`src/rtl/sb_route_sequencer.sv`:
```
// sb_route_sequencer
//   Route-level controller sitting above the turn block. A task-level
//   controller loads a table of turn codes and pulses run; this block then
//   follows the line, debounces each node (all three sensors high), hands the
//   next turn code to the turn block with turn_start/turn_cmd, waits for
//   turn_done and advances until the route is exhausted or a stop code is met.
//
//   Turn codes: 000 stop, 001 forward, 010 left, 011 right, 100 U-turn.
//
//   Build option: define SB_TURN_TIMEOUT_EN to bound the time spent waiting
//   for turn_done (TIMEOUT_CYC cycles); without it TURN waits indefinitely and
//   timeout_err stays 0.
//
// Ports
//   clk_50        in   system clock, 50 MHz
//   rst           in   asynchronous reset, active-high
//   route_wr_en   in   table write strobe (accepted only while idle)
//   route_wr_addr in   table write address
//   route_wr_data in   turn code to store
//   route_len     in   entries to execute, sampled on run (clamped to depth)
//   run           in   start route from entry 0 (accepted only while idle)
//   abort         in   synchronous return to idle from any state
//   sensor_l/m/r  in   line sensors, 1 = on line
//   turn_done     in   turn completion from turn block
//   turn_start    out  start request to turn block
//   turn_cmd      out  turn code to turn/motor block
//   node_idx      out  index of the entry being executed
//   busy          out  high whenever not idle
//   route_done    out  one-cycle pulse on route completion
//   timeout_err   out  sticky turn-timeout flag
//
// State table
//   state     | meaning
//   ST_IDLE   | waiting for run; table writable
//   ST_FOLLOW | line following, debouncing all-high sensors into a node
//   ST_TURN   | turn requested for table[node_idx], waiting for turn_done
//   ST_CLEAR  | driving forward off the node until sensors leave all-high
//   ST_FINISH | one-cycle route_done pulse, then idle

module sb_route_sequencer #(
  parameter int ADDR_W      = 4,
  parameter int NODE_DEB    = 4,
  parameter int TIMEOUT_CYC = 50_000_000
) (
  input  logic              clk_50,
  input  logic              rst,
  input  logic              route_wr_en,
  input  logic [ADDR_W-1:0] route_wr_addr,
  input  logic [2:0]        route_wr_data,
  input  logic [ADDR_W:0]   route_len,
  input  logic              run,
  input  logic              abort,
  input  logic              sensor_l,
  input  logic              sensor_m,
  input  logic              sensor_r,
  input  logic              turn_done,
  output logic              turn_start,
  output logic [2:0]        turn_cmd,
  output logic [ADDR_W-1:0] node_idx,
  output logic              busy,
  output logic              route_done,
  output logic              timeout_err
);

  localparam int DEPTH = 2**ADDR_W;
  localparam int LEN_W = ADDR_W + 1;
  localparam int DEB_W = $clog2(NODE_DEB + 1);
  localparam logic [LEN_W-1:0] LEN_MAX  = LEN_W'(DEPTH);
  localparam logic [2:0]       CMD_STOP = 3'b000;
  localparam logic [2:0]       CMD_FWD  = 3'b001;

  if (NODE_DEB < 1 || TIMEOUT_CYC < 1) begin : g_param_chk
    $error("sb_route_sequencer: NODE_DEB and TIMEOUT_CYC must be >= 1");
  end

  typedef enum logic [2:0] {
    ST_IDLE,
    ST_FOLLOW,
    ST_TURN,
    ST_CLEAR,
    ST_FINISH
  } state_t;

  state_t             state_q, state_d;
  logic [ADDR_W-1:0]  idx_q, idx_d;
  logic [LEN_W-1:0]   len_q, len_d;
  logic [DEB_W-1:0]   deb_q, deb_d;
  logic               err_q, err_d;
  logic               start_q, start_d;
  logic [2:0]         cmd_q, cmd_d;
  logic               done_q, done_d;
  logic [2:0]         tbl_q [DEPTH];

  logic               all_high;
  logic [2:0]         tbl_cur;
  logic               is_last;
  logic [LEN_W-1:0]   len_clamp;
  logic               tmo_hit;

  assign all_high  = sensor_l & sensor_m & sensor_r;
  assign tbl_cur   = tbl_q[idx_q];
  assign is_last   = ({1'b0, idx_q} + LEN_W'(1)) == len_q;
  assign len_clamp = (route_len > LEN_MAX) ? LEN_MAX : route_len;

  // Route table: writable only while idle, so a running route sees a frozen
  // table. A write coinciding with an accepted run lands before the first
  // turn is read, so that route uses the new entry.
  always_ff @(posedge clk_50 or posedge rst) begin
    if (rst) begin
      for (int i = 0; i < DEPTH; i++) tbl_q[i] <= CMD_STOP;
    end else if (route_wr_en && state_q == ST_IDLE) begin
      tbl_q[route_wr_addr] <= route_wr_data;
    end
  end

`ifdef SB_TURN_TIMEOUT_EN
  localparam int TMR_W = $clog2(TIMEOUT_CYC + 1);
  localparam logic [TMR_W-1:0] TMR_LOAD = TMR_W'(TIMEOUT_CYC - 1);

  logic [TMR_W-1:0] tmr_q;

  // Down-counter preloaded outside TURN; terminal count on the last allowed
  // TURN cycle, so the FSM spends exactly TIMEOUT_CYC cycles in TURN.
  always_ff @(posedge clk_50 or posedge rst) begin
    if (rst)                     tmr_q <= TMR_LOAD;
    else if (state_q != ST_TURN) tmr_q <= TMR_LOAD;
    else if (tmr_q != '0)        tmr_q <= tmr_q - TMR_W'(1);
  end

  assign tmo_hit = (state_q == ST_TURN) && (tmr_q == '0);
`else
  assign tmo_hit = 1'b0;
`endif

  always_ff @(posedge clk_50 or posedge rst) begin
    if (rst) begin
      state_q <= ST_IDLE;
      idx_q   <= '0;
      len_q   <= '0;
      deb_q   <= '0;
      err_q   <= 1'b0;
      start_q <= 1'b0;
      cmd_q   <= CMD_STOP;
      done_q  <= 1'b0;
    end else begin
      state_q <= state_d;
      idx_q   <= idx_d;
      len_q   <= len_d;
      deb_q   <= deb_d;
      err_q   <= err_d;
      start_q <= start_d;
      cmd_q   <= cmd_d;
      done_q  <= done_d;
    end
  end

  always_comb begin
    state_d = state_q;
    idx_d   = idx_q;
    len_d   = len_q;
    deb_d   = '0;
    err_d   = err_q;
    done_d  = 1'b0;
    start_d = 1'b0;
    cmd_d   = CMD_STOP;

    if (abort) begin
      state_d = ST_IDLE;
    end else begin
      unique case (state_q)
        ST_IDLE: begin
          if (run) begin
            if (route_len == '0) begin
              done_d = 1'b1;
            end else begin
              state_d = ST_FOLLOW;
              idx_d   = '0;
              len_d   = len_clamp;
              err_d   = 1'b0;
            end
          end
        end
        ST_FOLLOW: begin
          if (all_high) begin
            if (deb_q == DEB_W'(NODE_DEB - 1)) state_d = ST_TURN;
            else                               deb_d   = deb_q + DEB_W'(1);
          end
        end
        ST_TURN: begin
          if (tbl_cur == CMD_STOP) begin
            state_d = ST_FINISH;
          end else if (turn_done) begin
            if (is_last) begin
              state_d = ST_FINISH;
            end else begin
              idx_d   = idx_q + ADDR_W'(1);
              state_d = ST_CLEAR;
            end
          end else if (tmo_hit) begin
            state_d = ST_IDLE;
            err_d   = 1'b1;
          end
        end
        ST_CLEAR: begin
          if (!all_high) state_d = ST_FOLLOW;
        end
        ST_FINISH: begin
          state_d = ST_IDLE;
        end
        default: begin
          state_d = ST_IDLE;
        end
      endcase
    end

    // Outputs are decoded from the next state so that they register in step
    // with the state itself. A stop code in TURN never raises turn_start.
    unique case (state_d)
      ST_FOLLOW, ST_CLEAR: cmd_d = CMD_FWD;
      ST_TURN: begin
        cmd_d   = tbl_cur;
        start_d = (tbl_cur != CMD_STOP);
      end
      ST_FINISH: done_d = 1'b1;
      default: ;
    endcase
  end

  assign turn_start  = start_q;
  assign turn_cmd    = cmd_q;
  assign node_idx    = idx_q;
  assign busy        = (state_q != ST_IDLE);
  assign route_done  = done_q;
  assign timeout_err = err_q;

endmodule

```
`config.mk`:
```
export PLATFORM = sky130hd
export DESIGN_NAME = sb_route_sequencer
export DESIGN_NICKNAME = d
export VERILOG_FILES = /design/src/rtl/sb_route_sequencer.sv
export SDC_FILE = /design/constraint.sdc
export NUM_CORES = 1
export LEC_CHECK = 0
export BUFFER_PORTS_ARGS = -buffer_cell sky130_fd_sc_hd__buf_2
export CORE_UTILIZATION = 32
export CTS_BUF_LIST = sky130_fd_sc_hd__clkbuf_4 sky130_fd_sc_hd__clkbuf_8
export DETAILED_ROUTE_END_ITERATION = 16
export GPL_ROUTABILITY_DRIVEN = 0
export PLACE_DENSITY = 0.56
export SLEW_MARGIN = 30
export SYNTH_ARGS = -nofsm -noshare
export SYNTH_HDL_FRONTEND = slang
export SYNTH_SLANG_ARGS = --single-unit
```
`constraint.sdc`:
```
create_clock -name clk_50 -period 6.5 [get_ports clk_50]
set_input_delay 0.325 -clock clk_50 [delete_from_list [all_inputs] [get_ports clk_50]]
set_output_delay 0.325 -clock clk_50 [all_outputs]
set_load 0.1 [all_outputs]
```
; After elaboration in Yosys (flattened, before gate mapping)
; Index checks and enable logic that the tools add are counted.
[op_classes]
n_addsub = 3
n_lt_le_gt_ge = 4
n_eq_ne = 14
mux = 34
n_bitwise = 6
n_reduce_logical = 11
[ops]
columns = cell, n
row1 = $bwmux W48, 1
row2 = $mux W3, 16
row3 = $mux W4, 5
row4 = $eq A3 B2 Y1 const B, 5
row5 = $bmux W3 S4, 1
row6 = $demux W3 S4, 1
row7 = $pmux W3 S4, 1
row8 = $ge A5 B5 Y1 const B, 2
row9 = $ne A2 B2 Y1 const B, 5
row10 = $not A4 Y5, 2
row11 = $pmux W4 S2, 1
row12 = $reduce_and A7 Y1, 1
row13 = $eq A3 B1 Y1 const B, 2
row14 = $logic_not A3 Y1, 2
row15 = $mux W1, 6
row16 = $pmux W3 S2, 1
row17 = $reduce_bool A3 Y1, 2
row18 = $add A4 B1 Y5 const B, 1
row19 = $eq A5 B5 Y1, 1
row20 = $gt A5 B5 Y1 const B, 1
row21 = $logic_not A5 Y1, 1
row22 = $lt A5 B1 Y1 const B, 1
row23 = $mux W5, 1
row24 = $add A4 B1 Y4 const B, 1
row25 = other kinds (8), 11
[totals]
ff_bits = 68
in_bits = 21
output_inout_bits = 11

; Longest topological paths before layout
[logic_depth]
ltp_word = 11
mapped_depth = 9

; Least setup slack after synthesis
; Ideal clock, no wire load.
[synth_timing]
kind = reg2reg
from = reg idx_q[0] (netlist: node_idx[0])
to = reg cmd_q[0] (netlist: turn_cmd[0])
setup_ps = 126
arrival_time_ps = 2779
required_ps = 6374
setup_slack_ps = 3595
stages_incl_launch_ff = 9
path_buffers = 1
cell_sequence = dfrtp_1 > buf_6 > mux4_1 > mux2_2 > nor2_1 > a32o_2 > o31a_4 > inv_2 > a221o_1
[synth_via]
elab_chain_cells = 11
word_cells_on_any_way = 17
classes_between = add/sub: 1 / eq/ne: 4 / mux: 9 / bitwise: 1 / reduce/logical: 2
[synth_lines]
columns = item, line_no
row1 = start: declaration, 85  ; logic [ADDR_W-1:0] idx_q, idx_d;
row2 = start signal: assignment, 147  ; idx_q <= idx_d;
row3 = "parallel branches: the longest is 5 deep, another holds $add A4 B1 Y5", n/a
row4 = $mux W3 *, 190  ; if (tbl_cur == CMD_STOP) begin
row5 = $pmux W3 S4 *, 170  ; unique case (state_q)
row6 = $mux W3 *, 167  ; if (abort) begin
row7 = via state_d[1], 84  ; state_t state_q, state_d;
row8 = $eq A3 B1 Y1 or $eq A3 B2 Y1 (tied branches), 218  ; unique case (state_d)
row9 = $reduce_or A2 Y1, 218
row10 = $pmux W3 S2 *, 218
row11 = via cmd_d[0], 90  ; logic [2:0] cmd_q, cmd_d;
row12 = end signal: assignment, 152  ; cmd_q <= cmd_d;
row13 = end: declaration, 90
; Mark *: on every way through the listed nets, which the timed path passes. The select of a mux whose other input is x is not followed.
; A chain may end at the register's enable or synchronous reset.

; Final worst setup path
[layout_timing]
from = reg idx_q[0] (netlist: node_idx[0])
to = reg cmd_q[0] (netlist: turn_cmd[0])
[layout_via]
elab_chain_cells = 11
word_cells_on_any_way = 17
classes_between = add/sub: 1 / eq/ne: 4 / mux: 9 / bitwise: 1 / reduce/logical: 2
[layout_lines]
columns = item, line_no
row1 = "parallel branches: the longest is 10 deep, another holds $add A4 B1 Y5", n/a
row2 = $pmux W3 S2 *, 218
row3 = via cmd_d[0], 90
; Marks and branches as above.

==> results.py <==
metrics = {
    "status": {
        "status": "completed",
    },
    "cts": {
        "clock_sinks": 68,
        "clock_path_buffers": 2,
        "path_clk_slew_ps": 60,
        "cts_resized": 0,
        "cts_root_buf": "clkbuf_8",
        "cts_max_level": 3,
        "post_cts_buffers": 0,
        "cts.hold.buffers_added": 0,
        "cts_tree": "yes",
        "clkLatencyLatePin_ps": 350,
        "cts_made_buffers": 9,
    },
    "finish": {
        "syn_to_final_growth_pct": 13.66,
        "final_util_pct": 37.78,
        "register_area_mm2": 0.001703,
        "diodes": 0,
        "fill_cells": 1038,
        "layout.cells.non_filler": 452,
        "multi_input_area_mm2": 0.001649,
        "nets": 334,
        "drive_above_1_share_pct": 33.54,
    },
    "synth": {
        "synthTopCellsByArea": "dfrtp_1 (49%), mux2_2 (17%), mux4_1 (6.1%)",
        "synthesis.nets": 305,
        "synth_edf_count": 0,
        "synth_ff_type": "dfrtp_1",
        "synth.distinct_cells": 51,
        "yosys.area_share.simple_pct": 14.28,
        "synth_top_area_share_pct": 49.15,
        "ys_seq_elements": 68,
        "ys_warn_count": 0,
        "synth.most_common_cell": "dfrtp_1",
        "syn_inst": 282,
        "synth_seq_area_share_pct": 49.15,
        "synthTopCellsByCount": "dfrtp_1 (68), mux2_2 (51), nand2_1 (25), nor2_1 (13)",
        "synth.mux.area_fraction_pct": 25.55,
        "synth_area_mm2": 0.003462,
        "synth_top_family_by_area": "multiplexers",
        "syn_avg_cell_area_um2": 12.28,
        "synth-xor-area-share_pct": 1.265,
        "synth_compound_area_share_pct": 5.710,
        "async_reset_ff_share_pct": 100.0,
        "synthAdderAreaFrac_pct": 0.7228,
        "synth_top_area_cell": "dfrtp_1",
    },
    "power": {
        "peakVddDrop_mv": 0.1371,
        "power.density_mw_per_mm2": 285.5,
        "leakage_nw": 1.760,
        "total_power_mw": 1.123,
    },
    "setup_path": {
        "cpPeakStageDelay_ps": 750,
        "cp.arrival_ps": 3040,
        "worst_r2r_endpoint": "turn_cmd[0]",
        "cp.required_ps": 6730,
        "r2r-start": "node_idx[0]",
        "crit_path_max_fanout": 23,
        "crit_path_cell_trace": "ha_1 > and4b_1 > a22oi_1 > a2111oi_0 > nand2b_1 > nor3_1 > a221o_1",
        "r2r_cells": 7,
        "r2r_setup_slack_ps": 3690,
        "critPathKind": "register to register",
        "cp-start-kind": "register",
        "end_kind": "register",
        "slowest_stage": "dfrtp_2",
    },
    "floorplan": {
        "initial_utilization_pct": 33.24,
        "fp.dieH_um": 106.0,
        "die_area_mm2": 0.01124,
        "pin_count": 32,
        "row_count": 37,
        "core_region_area_mm2": 0.01042,
        "die_x_um": 106.0,
    },
    "timing": {
        "hold_viol_final": 0,
        "tightest_slew_ps": 703.4,
        "rsz0062_at_grt": "false",
        "finalSetupViolCount": 0,
        "period_minus_slack_ps": 2814,
        "slew_headroom_pct": 53.11,
        "fin_ws_ps": 3686,
        "max_freq_mhz": 355.3,
        "min_period_over_period_pct": 43.30,
        "clock-skew-final_ps": 8.718,
        "slew_violations": 0,
        "setup_tns_ps": 0,
    },
    "placement": {
        "portBuffers": 30,
        "dp.cells": 436,
        "pre_cts_slack_ps": 3383,
        "post-dp-hpwl_um": 5345,
    },
    "grt": {
        "grt_pass1_vias": 2404,
        "antenna_found_initial": 0,
        "grt_use_total_pct": 14.53,
        "grt_max_degree": 69,
        "grt_overflow_total": 0,
        "grt_first_pass_wirelength_um": 12450,
    },
    "drt": {
        "firstDrtPassIters": 4,
        "drtIter0Drc": 130,
        "ant_nets": 0,
        "vias_per_cell": 5.131,
        "wire_per_inst_um": 16.49,
        "vias": 2319,
        "routed_wirelength_um": 7452,
        "drc": 0,
    },
    "run": {
        "drv_cap": 0,
    },
    "hold_path": {
        "hold_path_class": "primary input to async pin",
    },
}
-- kinds of logic after synthesis --
logic type,count (synthesis)
AOI/OAI and AO/OA,27
xor gates and xnor gates,5
adders and majority gates,2
buffers and inverters,19
DFF,68
muxes,69
other,1
and+or+nand+nor,91
-- sequential cells by signal (all words and copies together) (netlist names) --
register / count
tbl_q: 48
len_q: 5
node_idx: 4
deb_q: 3
state_q: 3
turn_cmd: 3
route_done: 1
turn_start: 1
-- layer usage --
| metal | up-vias | part of all wire (%) | track usage [%] |
|---|---|---|---|
| li1 | 1086 | - | - |
| met1 | 1165 | 47 | 18.53 |
| met2 | 54 | 47 | 23.76 |
| met3 | 14 | 4.5 | 3.617 |
| met4 | 0 | 1.8 | 5.456 |
| met5 | - | 0 | 0 |
-- critical path, delay by kind of cell, from the launching register on --
family / cells / cell delay [ps]
fa+ha+maj: 1 / 330
compound gates: 3 / 890
flops: 1 / 750
simple gates: 3 / 720
-- layout make-up --
type,instances,share of cell area (%)
clock buffer,12,3.879
clock inverter,4,1.844
inverter,5,0.4769
multi-input combinational,195,41.91
sequential,68,43.28
tap,136,4.324
timing repair buffer,32,4.293
-- worst max path at each step --
stage                start     endpoint  depth (start not counted)
2_1_floorplan  node_idx[0]  turn_cmd[0]                          8
3_3_place_gp   node_idx[0]  turn_cmd[0]                          7
3_5_place_dp   node_idx[0]  turn_cmd[0]                          7
4_1_cts        node_idx[0]  turn_cmd[0]                          7
5_1_grt        node_idx[0]   turn_start                          7
6_report       node_idx[0]  turn_cmd[0]                          7
-- metrics by stage --
step	hold WS, ps	cell area [um2]
after CTS	227.2	3930
after global routing	181.7	3935
after global placement	431.6	3705
after detailed placement	434.7	3705
final	113.2	3935
after floorplan	417.9	3462
-- cell usage in the layout (no fill, tap or decap), types with 3 or more instances in the layout --
cell,Yosys,routed
a22oi_1,3,3
buf_2,3,30
clkbuf_8,0,10
dfrtp_1,68,67
inv_1,4,3
mux2_2,51,51
mux2i_1,10,10
mux4_1,8,8
nand2_1,25,25
nand2b_1,6,6
nand3_1,10,10
nor2_1,13,13
nor2b_1,9,9
nor3_1,5,5
nor3b_1,3,3
o21ai_0,7,7
or3_1,4,4
xnor2_1,3,3
-- report_power, final --
group | total [mW] | internal, mW | switching, mW
registers | 0.549 | 0.502 | 0.0474
clock network | 0.389 | 0.234 | 0.155
logic | 0.185 | 0.0983 | 0.0867
total | 1.12 | 0.835 | 0.289
Power figures use the tool's default switching activity.
